`src/rtl/dmem_sequencer_pkg.sv`:
```
// Shared definitions for the data-memory sequencer, control unit and PE.
package dmem_sequencer_pkg;

    localparam int DMEM_WIDTH = 16;
    localparam int DMEM_AW    = 16;

    // Memory opcodes the control unit decodes into start / is_store.
    localparam logic [5:0] OPload  = 6'h23;
    localparam logic [5:0] OPstore = 6'h2B;

    typedef enum logic [1:0] {
        SEQ_IDLE    = 2'd0,
        SEQ_ISSUE   = 2'd1,
        SEQ_CAPTURE = 2'd2,
        SEQ_DONE    = 2'd3
    } seq_state_t;

endpackage

```
`src/rtl/dmem_sequencer_lowbit_pick.sv`:
```
// Lowest-set-bit priority encoder: one-hot grant plus binary index.
module lowbit_pick #(
    parameter int NPROC = 2,
    parameter int IW    = (NPROC > 1) ? $clog2(NPROC) : 1
) (
    input  logic [NPROC-1:0] pending,
    output logic [NPROC-1:0] grant,
    output logic [IW-1:0]    idx
);

    logic found;

    // Scan upward and keep only the first set bit.
    always_comb begin
        grant = '0;
        idx   = '0;
        found = 1'b0;
        for (int i = 0; i < NPROC; i++) begin
            if (pending[i] && !found) begin
                grant[i] = 1'b1;
                idx      = IW'(i);
                found    = 1'b1;
            end
        end
    end

endmodule

```
`src/rtl/dmem_sequencer.sv`:
```
// Serialises SIMD loads/stores from all PEs onto the single-port data memory.
//
//  state       | meaning
//  ------------+---------------------------------------------------------
//  SEQ_IDLE    | waiting for start; inputs latched when it arrives
//  SEQ_ISSUE   | one strobe on the bus for PE sel
//  SEQ_CAPTURE | load data for PE sel arrives on mem_rdata
//  SEQ_DONE    | one-cycle done pulse, start still ignored
//
// All memory outputs are registered, so the strobe for an access is set up
// on the edge that enters ISSUE. The pick therefore works on the raw pe_en
// when leaving IDLE and on the remaining pending bits otherwise; pending is
// cleared for the chosen PE on that same edge.
module dmem_sequencer
    import dmem_sequencer_pkg::*;
#(
    parameter int NPROC = 2,
    parameter int WIDTH = DMEM_WIDTH,
    parameter int AW    = DMEM_AW
) (
    input  logic                   clk,
    input  logic                   reset,
    input  logic                   start,
    input  logic                   is_store,
    input  logic [NPROC-1:0]       pe_en,
    input  logic [NPROC*AW-1:0]    pe_addr,
    input  logic [NPROC*WIDTH-1:0] pe_wdata,
    output logic [AW-1:0]          mem_addr,
    output logic [WIDTH-1:0]       mem_wdata,
    output logic                   mem_we,
    output logic                   mem_re,
    input  logic [WIDTH-1:0]       mem_rdata,
    output logic [NPROC*WIDTH-1:0] pe_rdata,
    output logic                   busy,
    output logic                   done
);

    localparam int IW = (NPROC > 1) ? $clog2(NPROC) : 1;

    seq_state_t             state;
    logic                   is_store_q;
    logic [NPROC-1:0]       pending;
    logic [NPROC*AW-1:0]    addr_q;
    logic [NPROC*WIDTH-1:0] wdata_q;
    logic [IW-1:0]          sel;

    logic [NPROC-1:0]       pick_src;
    logic [NPROC-1:0]       pick_grant;
    logic [IW-1:0]          pick_idx;
    logic [NPROC*AW-1:0]    addr_src;
    logic [NPROC*WIDTH-1:0] wdata_src;
    logic                   store_src;
    logic                   issue_next;

    lowbit_pick #(.NPROC(NPROC), .IW(IW)) u_pick (
        .pending (pick_src),
        .grant   (pick_grant),
        .idx     (pick_idx)
    );

    // Operand sources: live inputs on the accepting edge, latched copies after.
    always_comb begin
        pick_src   = pending;
        addr_src   = addr_q;
        wdata_src  = wdata_q;
        store_src  = is_store_q;
        issue_next = 1'b0;
        case (state)
            SEQ_IDLE: begin
                pick_src   = pe_en;
                addr_src   = pe_addr;
                wdata_src  = pe_wdata;
                store_src  = is_store;
                issue_next = start && (pe_en != '0);
            end
            SEQ_ISSUE:   issue_next = is_store_q && (pending != '0);
            SEQ_CAPTURE: issue_next = (pending != '0);
            default:     issue_next = 1'b0;
        endcase
    end

    // Sequencer FSM with registered strobes, status and load-result bank.
    always_ff @(posedge clk or negedge reset) begin
        if (!reset) begin
            state      <= SEQ_IDLE;
            is_store_q <= 1'b0;
            pending    <= '0;
            addr_q     <= '0;
            wdata_q    <= '0;
            sel        <= '0;
            mem_addr   <= '0;
            mem_wdata  <= '0;
            mem_we     <= 1'b0;
            mem_re     <= 1'b0;
            pe_rdata   <= '0;
            busy       <= 1'b0;
            done       <= 1'b0;
        end else begin
            mem_we    <= 1'b0;
            mem_re    <= 1'b0;
            mem_addr  <= '0;
            mem_wdata <= '0;
            done      <= 1'b0;

            case (state)
                SEQ_IDLE: begin
                    if (start) begin
                        is_store_q <= is_store;
                        addr_q     <= pe_addr;
                        wdata_q    <= pe_wdata;
                        pending    <= pe_en;
                        busy       <= 1'b1;
                        if (pe_en == '0) begin
                            state <= SEQ_DONE;
                            done  <= 1'b1;
                        end
                    end
                end
                SEQ_ISSUE: begin
                    if (!is_store_q) begin
                        state <= SEQ_CAPTURE;
                    end else if (pending == '0) begin
                        state <= SEQ_DONE;
                        done  <= 1'b1;
                    end
                end
                SEQ_CAPTURE: begin
                    pe_rdata[sel*WIDTH +: WIDTH] <= mem_rdata;
                    if (pending == '0) begin
                        state <= SEQ_DONE;
                        done  <= 1'b1;
                    end
                end
                SEQ_DONE: begin
                    state <= SEQ_IDLE;
                    busy  <= 1'b0;
                end
                default: state <= SEQ_IDLE;
            endcase

            // Any transition into ISSUE sets up the access for the lowest pending PE.
            if (issue_next) begin
                state    <= SEQ_ISSUE;
                sel      <= pick_idx;
                pending  <= pick_src & ~pick_grant;
                mem_addr <= addr_src[pick_idx*AW +: AW];
                if (store_src) begin
                    mem_we    <= 1'b1;
                    mem_wdata <= wdata_src[pick_idx*WIDTH +: WIDTH];
                end else begin
                    mem_re <= 1'b1;
                end
            end
        end
    end

endmodule

```
`config.mk`:
```
export PLATFORM = sky130hd
export DESIGN_NAME = dmem_sequencer
export DESIGN_NICKNAME = d
export VERILOG_FILES = /design/src/rtl/dmem_sequencer_pkg.sv /design/src/rtl/dmem_sequencer_lowbit_pick.sv /design/src/rtl/dmem_sequencer.sv
export SDC_FILE = /design/constraint.sdc
export NUM_CORES = 1
export LEC_CHECK = 0
export CELL_PAD_IN_SITES_DETAIL_PLACEMENT = 1
export CELL_PAD_IN_SITES_GLOBAL_PLACEMENT = 2
export CORE_MARGIN = 2
export CORE_UTILIZATION = 35
export DETAILED_ROUTE_END_ITERATION = 10
export HOLD_SLACK_MARGIN = 0.06
export PLACE_DENSITY = 0.82
export SLEW_MARGIN = 0
export SYNTH_ARGS = -nofsm -noshare
export SYNTH_HDL_FRONTEND = slang
export SYNTH_HIERARCHICAL = 1
export SYNTH_SLANG_ARGS = --single-unit
```
`constraint.sdc`:
```
create_clock -name clk -period 7.65 [get_ports clk]
set_input_delay 1.1475 -clock clk [delete_from_list [all_inputs] [get_ports clk]]
set_output_delay 1.1475 -clock clk [all_outputs]
set_load 0.05 [all_outputs]
```
==> run metrics, run 1 <==
port buffer count=153; P_sw=1570 µW; post-layout instance area=8350 µm²; ANT nets after route=0; Die X=135 µm; Final Max Tran Viols=0; largest net degree at the start of global routing=72; Leakage=0.00341 µW; Via density=4.94; CTS sink count=138; Std-Cell Rows=47; drt first pass iters=4; gp weighted congestion=0.700; slew margin rel.=18.3%; ys flop type=dfrtp_1; Root Buffer=clkbuf_16; Core ar.=16600 µm²; nets=597; combinational group share of total power=47.9%; post-synthesis cell area=5990 µm²; vias in the first global route=4099; gr ovfl total=0; initial antenna violation count=0; clock share of power=22.3%; Setup CP Type=register to register; Synth area leader=dfrtp_1; register area share after synthesis=57.6%; area added between synthesis and finish=39.4%; H-tree depth=4; WP data required=7900 ps; unrepaired setup endpoints after global routing=no; Area after DPL=7670 µm²; Worst setup SP type=register; total CTS buffers=17; detailed-route via count=3673; clock skew=5.76 ps; post-synth top area share=57.6%; Gate Count Post-Synth=360; Synth cell types=36; Tot GR Track Use=15.9%; Setup violations, final=0; CP Max Fanout=34; Clock Path Buffers=2; maxcap violations=0; Worst-Skew Late Latency=420 ps; Synth async-reset ratio=100%; DRT Wirelength=13.7 mm; total negative slack=0 ps; initial DRC count=110; Clock Pin Slew Worst Setup and Hold Paths=60 ps; Mean Syn Cell Area=16.7 µm²; global-route wire length before repair=21.9 mm; sw frac=37.1%; Pint=2660 µW; FMAX=268 MHz; worst IR drop on VDD=0.224 mV; syn_nets=446; final hold violations=0; share of post-route cells with drive strength above 1=33.6%; Worst setup EP type=register; Final Cycle Share=48.7%; flops & latches, synth=138; I/O Pins=154; filler cell count=1602; die height=135 µm; dpl hpwl=9.14 mm; Initial Util=36.0%; hold buffer count at CTS=0; outcome=complete, no violations; Post-CTS Setup Inserts=0; WP data arrival=3970 ps; Wirelength per Cell=18.4 µm; top post-synthesis cells by area=dfrtp_1 (58%), mux2_2 (18%), mux4_2 (10%); post_cts resized=0; Post-synth EDFFs=0; clock period minus worst slack=3730 ps; Worst-Margin Slew=1230 ps; hold crit path type=register to register; Power per Cell Area=506 nW/µm²; CTS tree=built; yosys warns=6; Antenna Cells=0; Flop pwr share=29.8%; Die ar.=18200 µm²; # DRC=0
-- final timing paths --
check | from | depth (start not counted) | to | slack [ps]
worst max-delay path | state[0] | 7 | mem_wdata[2] | 3920
worst min-delay path | addr_q[26] | 1 | addr_q[26] | 490
worst max register to register | state[0] | 7 | mem_wdata[2] | 3920
worst min register to register | addr_q[26] | 1 | addr_q[26] | 490
max in group asynchronous | reset | 2 | pe_rdata[22] | 5610
min in group asynchronous | reset | 1 | mem_addr[13] | 740
-- final cells by class --
| cell class | instances | area (µm²) | share of cell area (%) |
|---|---|---|---|
| tap | 220 | 275 | 3.29 |
| timing repair buffer | 157 | 1560 | 18.7 |
| inverter | 3 | 11.3 | 0.135 |
| multi-input combinational | 194 | 2370 | 28.3 |
| clock buffer | 21 | 470 | 5.63 |
| clock inverter | 11 | 215 | 2.58 |
| sequential | 138 | 3450 | 41.3 |
-- synth_stat cells, types with 2 or more instances --
| library cell | instances |
|---|---|
| clkbuf_1 | 4 |
| mux4_2 | 27 |
| o31ai_1 | 2 |
| mux4_1 | 5 |
| and2_1 | 17 |
| dfrtp_1 | 138 |
| nor3b_2 | 9 |
| o311ai_0 | 2 |
| nor3b_1 | 7 |
| mux2i_1 | 3 |
| inv_1 | 3 |
| buf_6 | 7 |
| nor2_1 | 4 |
| nor2b_1 | 2 |
| buf_2 | 8 |
| nand2_1 | 2 |
| mux2_2 | 96 |
| mux2_1 | 2 |
| buf_4 | 5 |
-- layer usage --
| metal | routed length (µm) | vias up | GRT usage [%] |
|---|---|---|---|
| met3 | 733 | 16 | 4.35 |
| li1 | - | 1636 | - |
| met1 | 5790 | 1920 | 19.2 |
| met4 | 196 | 0 | 6.02 |
| met2 | 6970 | 101 | 27.2 |
| met5 | 0 | - | 0 |
-- cell families after synthesis --
kind of cell | Yosys count | share of synthesized area (%)
xor+xnor | 1 | 0.146
buf+inv | 28 | 3.11
mux | 133 | 31.2
compound gates | 14 | 2.02
flops | 138 | 57.6
simple gates | 46 | 5.87
-- state kept, by name, summed over array words and instances, names as in the netlist --
signal	flops
pending	2
mem_re	1
is_store_q	1
sel	1
done	1
pe_rdata	32
mem_wdata	16
mem_we	1
mem_addr	16
state	2
wdata_q	32
busy	1
addr_q	32
-- power groups by stage --
| stage | clock network (µW) | registers, µW | logic (µW) |
|---|---|---|---|
| after global routing | 1000 | 1300 | 2140 |
| after floorplan | 0 | 1770 | 979 |
| after CTS | 971 | 1260 | 2060 |
| final | 943 | 1260 | 2020 |
| after global placement | 0 | 1240 | 2010 |
| after detailed placement | 0 | 1270 | 2050 |
-- per-stage QoR --
stage	util (%)	hold slack, ps	std cells	total power [µW]	setup slack, ps
after CTS	50.2	492	744	4290	3820
final	50.2	488	744	4230	3920
after global placement	46.1	473	712	3260	3790
after global routing	50.2	512	744	4450	3590
after floorplan	-	459	360	2750	4960
after detailed placement	46.1	479	712	3320	3680
-- critical path: stages (launching register included) --
cell and delay, ps:
dfrtp_1 510, nor2_4 670, buf_4 480, mux2i_1 300, inv_1 120, nor2b_4 870, mux4_1 420, nor3b_1 160
-- placed cells by master, fill, tap and decap left out, types with 2 or more instances in the layout --
cell,Yosys,routed
nand2_1,2,2
o31ai_1,2,2
nor3b_2,9,9
mux2i_1,3,2
clkdlybuf4s50_1,0,152
bufinv_16,0,6
clkbuf_8,0,3
nor2b_1,2,2
mux4_2,27,27
buf_4,5,4
mux2_2,96,96
clkbuf_16,0,17
mux2_1,2,2
nor3b_1,7,7
nor2_1,4,4
o311ai_0,2,2
inv_1,3,3
dfrtp_1,138,138
clkinvlp_4,0,4
mux4_1,5,5
and2_1,17,17
No activity file was read; power rests on OpenSTA's default activity.
==> inputs of run 2 (changes only) <==
--- a/config.mk
+++ b/config.mk
@@ -8,10 +8,10 @@
 export CELL_PAD_IN_SITES_DETAIL_PLACEMENT = 1
 export CELL_PAD_IN_SITES_GLOBAL_PLACEMENT = 2
 export CORE_MARGIN = 2
-export CORE_UTILIZATION = 35
+export CORE_UTILIZATION = 34
 export DETAILED_ROUTE_END_ITERATION = 10
 export HOLD_SLACK_MARGIN = 0.06
-export PLACE_DENSITY = 0.82
+export PLACE_DENSITY = 0.8
 export SLEW_MARGIN = 0
 export SYNTH_ARGS = -nofsm -noshare
 export SYNTH_HDL_FRONTEND = slang
==> constraint.sdc (replaced) <==
create_clock -name clk -period 3.56 [get_ports clk]
set_input_delay 0.534 -clock clk [delete_from_list [all_inputs] [get_ports clk]]
set_output_delay 0.534 -clock clk [all_outputs]
set_load 0.05 [all_outputs]
==> run 2 against run 1 <==
Clock power rose by 110%; sequential share of layout area fell by 0.12 points; combinational power rose by 120%; non-clock buffer count rose by 5; setup slack got worse by 3000 ps; die area rose by 2.9%; count of clock-buffer cells in the layout fell by 2; global-route usage barely moved; final cell count rose by 1.3%; worst hold slack got worse by 250 ps; clock skew rose by 1.6 ps; largest power group unchanged.
==> run metrics, run 2 (synthesized netlist as in run 1, its figures left out) <==
dpl hpwl=9.63 mm; vias in the first global route=4178; port buffer count=153; most frequent cells in the layout=clkdlybuf4s50_1 (152), dfrtp_1 (138), mux2_2 (96); CTS tree=built; hold crit path type=input pin to async pin; Worst setup EP type=register; CP max stage delay=570 ps; Setup CP Type=register to register; Worst-Margin Slew=1090 ps; die height=137 µm; Clock Pin Slew Worst Setup and Hold Paths=60 ps; Post-CTS Setup Inserts=0; Std-Cell Rows=48; ANT nets after route=0; DRT Wirelength=13.8 mm; Initial Util=34.7%; share of post-route cells with drive strength above 1=34.4%; unrepaired setup endpoints after global routing=no; Worst setup SP type=register; maxcap violations=0; Antenna Cells=0; met1 Usage GRT=18.6%; final non-filler cell total=754; final hold violations=0; Root Buffer=clkbuf_16; outcome=complete, no violations; Power per Cell Area=1080 nW/µm²; global-route wire length before repair=22.3 mm; gp weighted congestion=0.760; FMAX=384 MHz; WP data arrival=2870 ps; initial antenna violation count=1; clock period minus worst slack=2610 ps; WP buf/inv=2; # DRC=0; Die X=137 µm; Setup violations, final=0; largest net degree at the start of global routing=117; WP data required=3820 ps; slew margin rel.=27.4%; Final Max Tran Viols=0; post-layout util=48.4%; Tot GR Track Use=15.9%; biggest regs=addr_q: 32 flops, pe_rdata: 32 flops, wdata_q: 32 flops; drt first pass iters=4; post_cts resized=0; total CTS buffers=17; CP Max Fanout=18; cell family with most CP delay=simple AND/OR/NAND/NOR gates; worst IR drop on VDD=0.510 mV; CTS sink count=138; Die ar.=18700 µm²; total negative slack=0 ps; Final Cycle Share=73.2%; met2 Usage GRT=27.1%; hold buffer count at CTS=0; filler cell count=1672; CP max stage cell=nor2_4; Leakage=0.00343 µW; r2r setup slk=950 ps; met3 Use GR=4.26%; placed insts=722; crit path cell chain=nor2_4, mux2i_1, inv_1, nor2b_4, buf_4, mux4_2, nor3b_2; nets=602; gr ovfl total=0; Via density=4.92; Clock Path Buffers=2; commonest non-fill, non-tap cell in the layout=clkdlybuf4s50_1; area added between synthesis and finish=39.8%; I/O Pins=154; initial DRC count=130; Core ar.=17300 µm²; GR peak layer=met2; Worst-Skew Late Latency=420 ps; clock skew=7.38 ps; detailed-route via count=3709; Wirelength per Cell=18.3 µm; H-tree depth=4
## run 2: cell types whose count changed in the layout (fill, tap and decap cells not counted)
cell        change
buf_4           +5
bufinv_16       -1
clkbuf_1        -1
clkbuf_8        -1
clkinv_4        +2
clkinvlp_4      -2
inv_6           +3
## run 2: report_power, final
group          switching, µW  internal (µW)  total (µW)
clock                    677           1290        1960
sequential               381           2320        2700
combinational           2350           2040        4390
## run 2: worst reg2reg max path, stage by stage, from the launching register on
cell,delay (ps)
dfrtp_1,510
nor2_4,570
mux2i_1,310
inv_1,110
nor2b_4,120
buf_4,300
mux4_2,360
nor3b_2,170
## run 2: metal layers
layer  up-vias  wire length (µm)
met5         -                12
met4         2               302
met3        24               826
met2       112              7120
met1      1920              5570
li1       1651                 -
## run 2: final cells by class
type	count	area (µm²)	area share, %
flip-flops and latches	138	3450	41.2
well taps	225	282	3.36
clock inverters	13	214	2.55
multi-input cells	194	2370	28.2
repair buffers	162	1600	19.1
clock buffers	19	453	5.41
inverters	3	11.3	0.134
## run 2: metrics by stage
step	hold WS [ps]	area, µm²	worst slack [ps]	power (µW)
finish	235	8380	955	9060
floorplan	238	5990	874	5910
CTS	326	8380	892	9210
detailed placement	490	7710	843	7190
global route	337	8380	741	9570
global placement	470	7710	916	7060
## run 2: worst paths after layout
path,start,endpoint,cells past startpoint
setup reg to reg,state[0],mem_wdata[6],7
hold / removal,reset,wdata_q[1],1
max in group asynchronous,reset,wdata_q[8],2
min in group clk,wdata_q[0],wdata_q[0],1
setup / recovery,state[0],mem_wdata[6],7
hold reg to reg,wdata_q[0],wdata_q[0],1
==> inputs of run 3 (changes only) <==
==> constraint.sdc (replaced) <==
create_clock -name clk -period 2.5 [get_ports clk]
set_input_delay 0.375 -clock clk [delete_from_list [all_inputs] [get_ports clk]]
set_output_delay 0.375 -clock clk [all_outputs]
set_load 0.05 [all_outputs]
==> run 3 against run 2 <==
Combinational power grew 46%; via count grew 0.27%; sequential share of layout area grew 0.14 points; count of clock-buffer cells in the layout grew 3; clock skew shrank 2.1 ps; register-to-register slack lost 610 ps; core utilization shrank 0.16 points.
==> run metrics, run 3 (synthesized netlist as in run 1, its figures left out) <==
outcome=complete, no violations; maxcap violations=0; Critical Path Stages=7; Final Max Tran Viols=0; most frequent cells in the layout=clkdlybuf4s50_1 (152), dfrtp_1 (138), mux2_2 (96); Clock Path Buffers=2; port buffer count=153; CP Max Fanout=23; post-layout util=48.3%; post-layout instance area=8350 µm²; area added between synthesis and finish=39.3%; Setup violations, final=0; WP data arrival=2440 ps; WP buf/inv=2; WP data required=2790 ps; biggest regs=addr_q: 32 flops, pe_rdata: 32 flops, wdata_q: 32 flops; clock skew=5.24 ps; clock period minus worst slack=2160 ps; slew margin rel.=46.9%; Worst setup EP type=register; worst IR drop on VDD=0.693 mV; Leakage=0.00342 µW; # DRC=0; Worst-Skew Late Latency=410 ps; commonest non-fill, non-tap cell in the layout=clkdlybuf4s50_1; share of post-route cells with drive strength above 1=34.0%; final hold violations=0; I/O Pins=154; worst slack at placement=209 ps; Power per Cell Area=1510 nW/µm²; total negative slack=0 ps; Area after DPL=7790 µm²; gr ovfl total=0; vias in the first global route=4231; r2r setup slk=340 ps; CTS tree=built; Wirelength per Cell=18.9 µm; H-tree depth=4; total CTS buffers=17; Register-to-Register Path Depth=7; Worst setup SP type=register; hold crit path type=input pin to async pin; Std-Cell Rows=48; Tot GR Track Use=16.2%; Worst-Margin Slew=795 ps; Via density=4.91; Root Buffer=clkbuf_16; Clock Pin Slew Worst Setup and Hold Paths=60 ps; Setup CP Type=register to register; drt first pass iters=4; initial DRC count=147; Die X=137 µm; initial antenna violation count=1; Core ar.=17300 µm²; gp weighted congestion=0.792; Die ar.=18700 µm²; Antenna Cells=0; hold buffer count at CTS=1; post-route setup slack=344 ps; global-route wire length before repair=22.5 mm; CTS sink count=138; post_cts resized=0; largest net degree at the start of global routing=56; die height=137 µm; ANT nets after route=0; Post-CTS Setup Inserts=0; nets=607; CP max stage cell=dfrtp_1; FMAX=464 MHz; CP max stage delay=530 ps; Initial Util=34.7%; DRT Wirelength=14.3 mm; Final Cycle Share=86.3%; detailed-route via count=3719; unrepaired setup endpoints after global routing=no; dpl hpwl=10.1 mm; cell family with most CP delay=multiplexers; crit path cell chain=nor2_4, mux2i_1, inv_1, nor2b_4, buf_12, mux4_2, nor3b_2
## run 3: cell types whose count changed in the layout (fill, tap and decap cells not counted), moves of 2 or more
| cell | before | now |
|---|---|---|
| bufinv_16 | 5 | 2 |
| buf_12 | 0 | 3 |
| clkinv_2 | 1 | 6 |
| clkbuf_1 | 0 | 4 |
| inv_6 | 3 | 0 |
| clkinvlp_4 | 2 | 0 |
## run 3: power by group
part	internal, µW	switching (µW)	total (µW)
Clock	1480	896	2370
Sequential	3310	549	3860
Combinational	3000	3390	6390
## run 3: worst paths after layout
path                            startpoint             to
worst max-delay path              state[0]  mem_wdata[14]
worst min-delay path                 reset     addr_q[24]
worst max register to register    state[0]  mem_wdata[14]
worst min register to register  addr_q[27]     addr_q[27]
max in group asynchronous            reset     addr_q[16]
min in group clk                addr_q[27]     addr_q[27]
## run 3: per-stage QoR
stage | std cells | hold slack, ps | power [µW]
2_1_floorplan | 360 | 79.4 | 8430
3_3_place_gp | 726 | 317 | 10200
3_5_place_dp | 726 | 322 | 10400
4_1_cts | 758 | 450 | 12800
5_1_grt | 758 | 476 | 13300
6_report | 758 | 445 | 12600
## run 3: layout make-up
type	count	area, µm²
clock buffer	22	454
timing repair buffer	167	1680
inverter	3	11.3
fill	1702	8940
multi-input combinational	194	2370
sequential	138	3450
clock inverter	9	98.8
tap	225	282
## run 3: worst reg2reg max path, delay by kind of cell, from the launching register on
family | cells | cell delay, ps
simple gates | 3 | 550
buf+inv | 2 | 330
mux | 2 | 620
flops | 1 | 530
## run 3: per-layer routing
| metal | wire length, µm | track usage, % | part of all wire [%] |
|---|---|---|---|
| met5 | 0 | 0 | 0 |
| met4 | 291 | 7.45 | 2.0 |
| met3 | 818 | 3.78 | 5.7 |
| met2 | 7250 | 27.5 | 51 |
| met1 | 5970 | 19.4 | 42 |
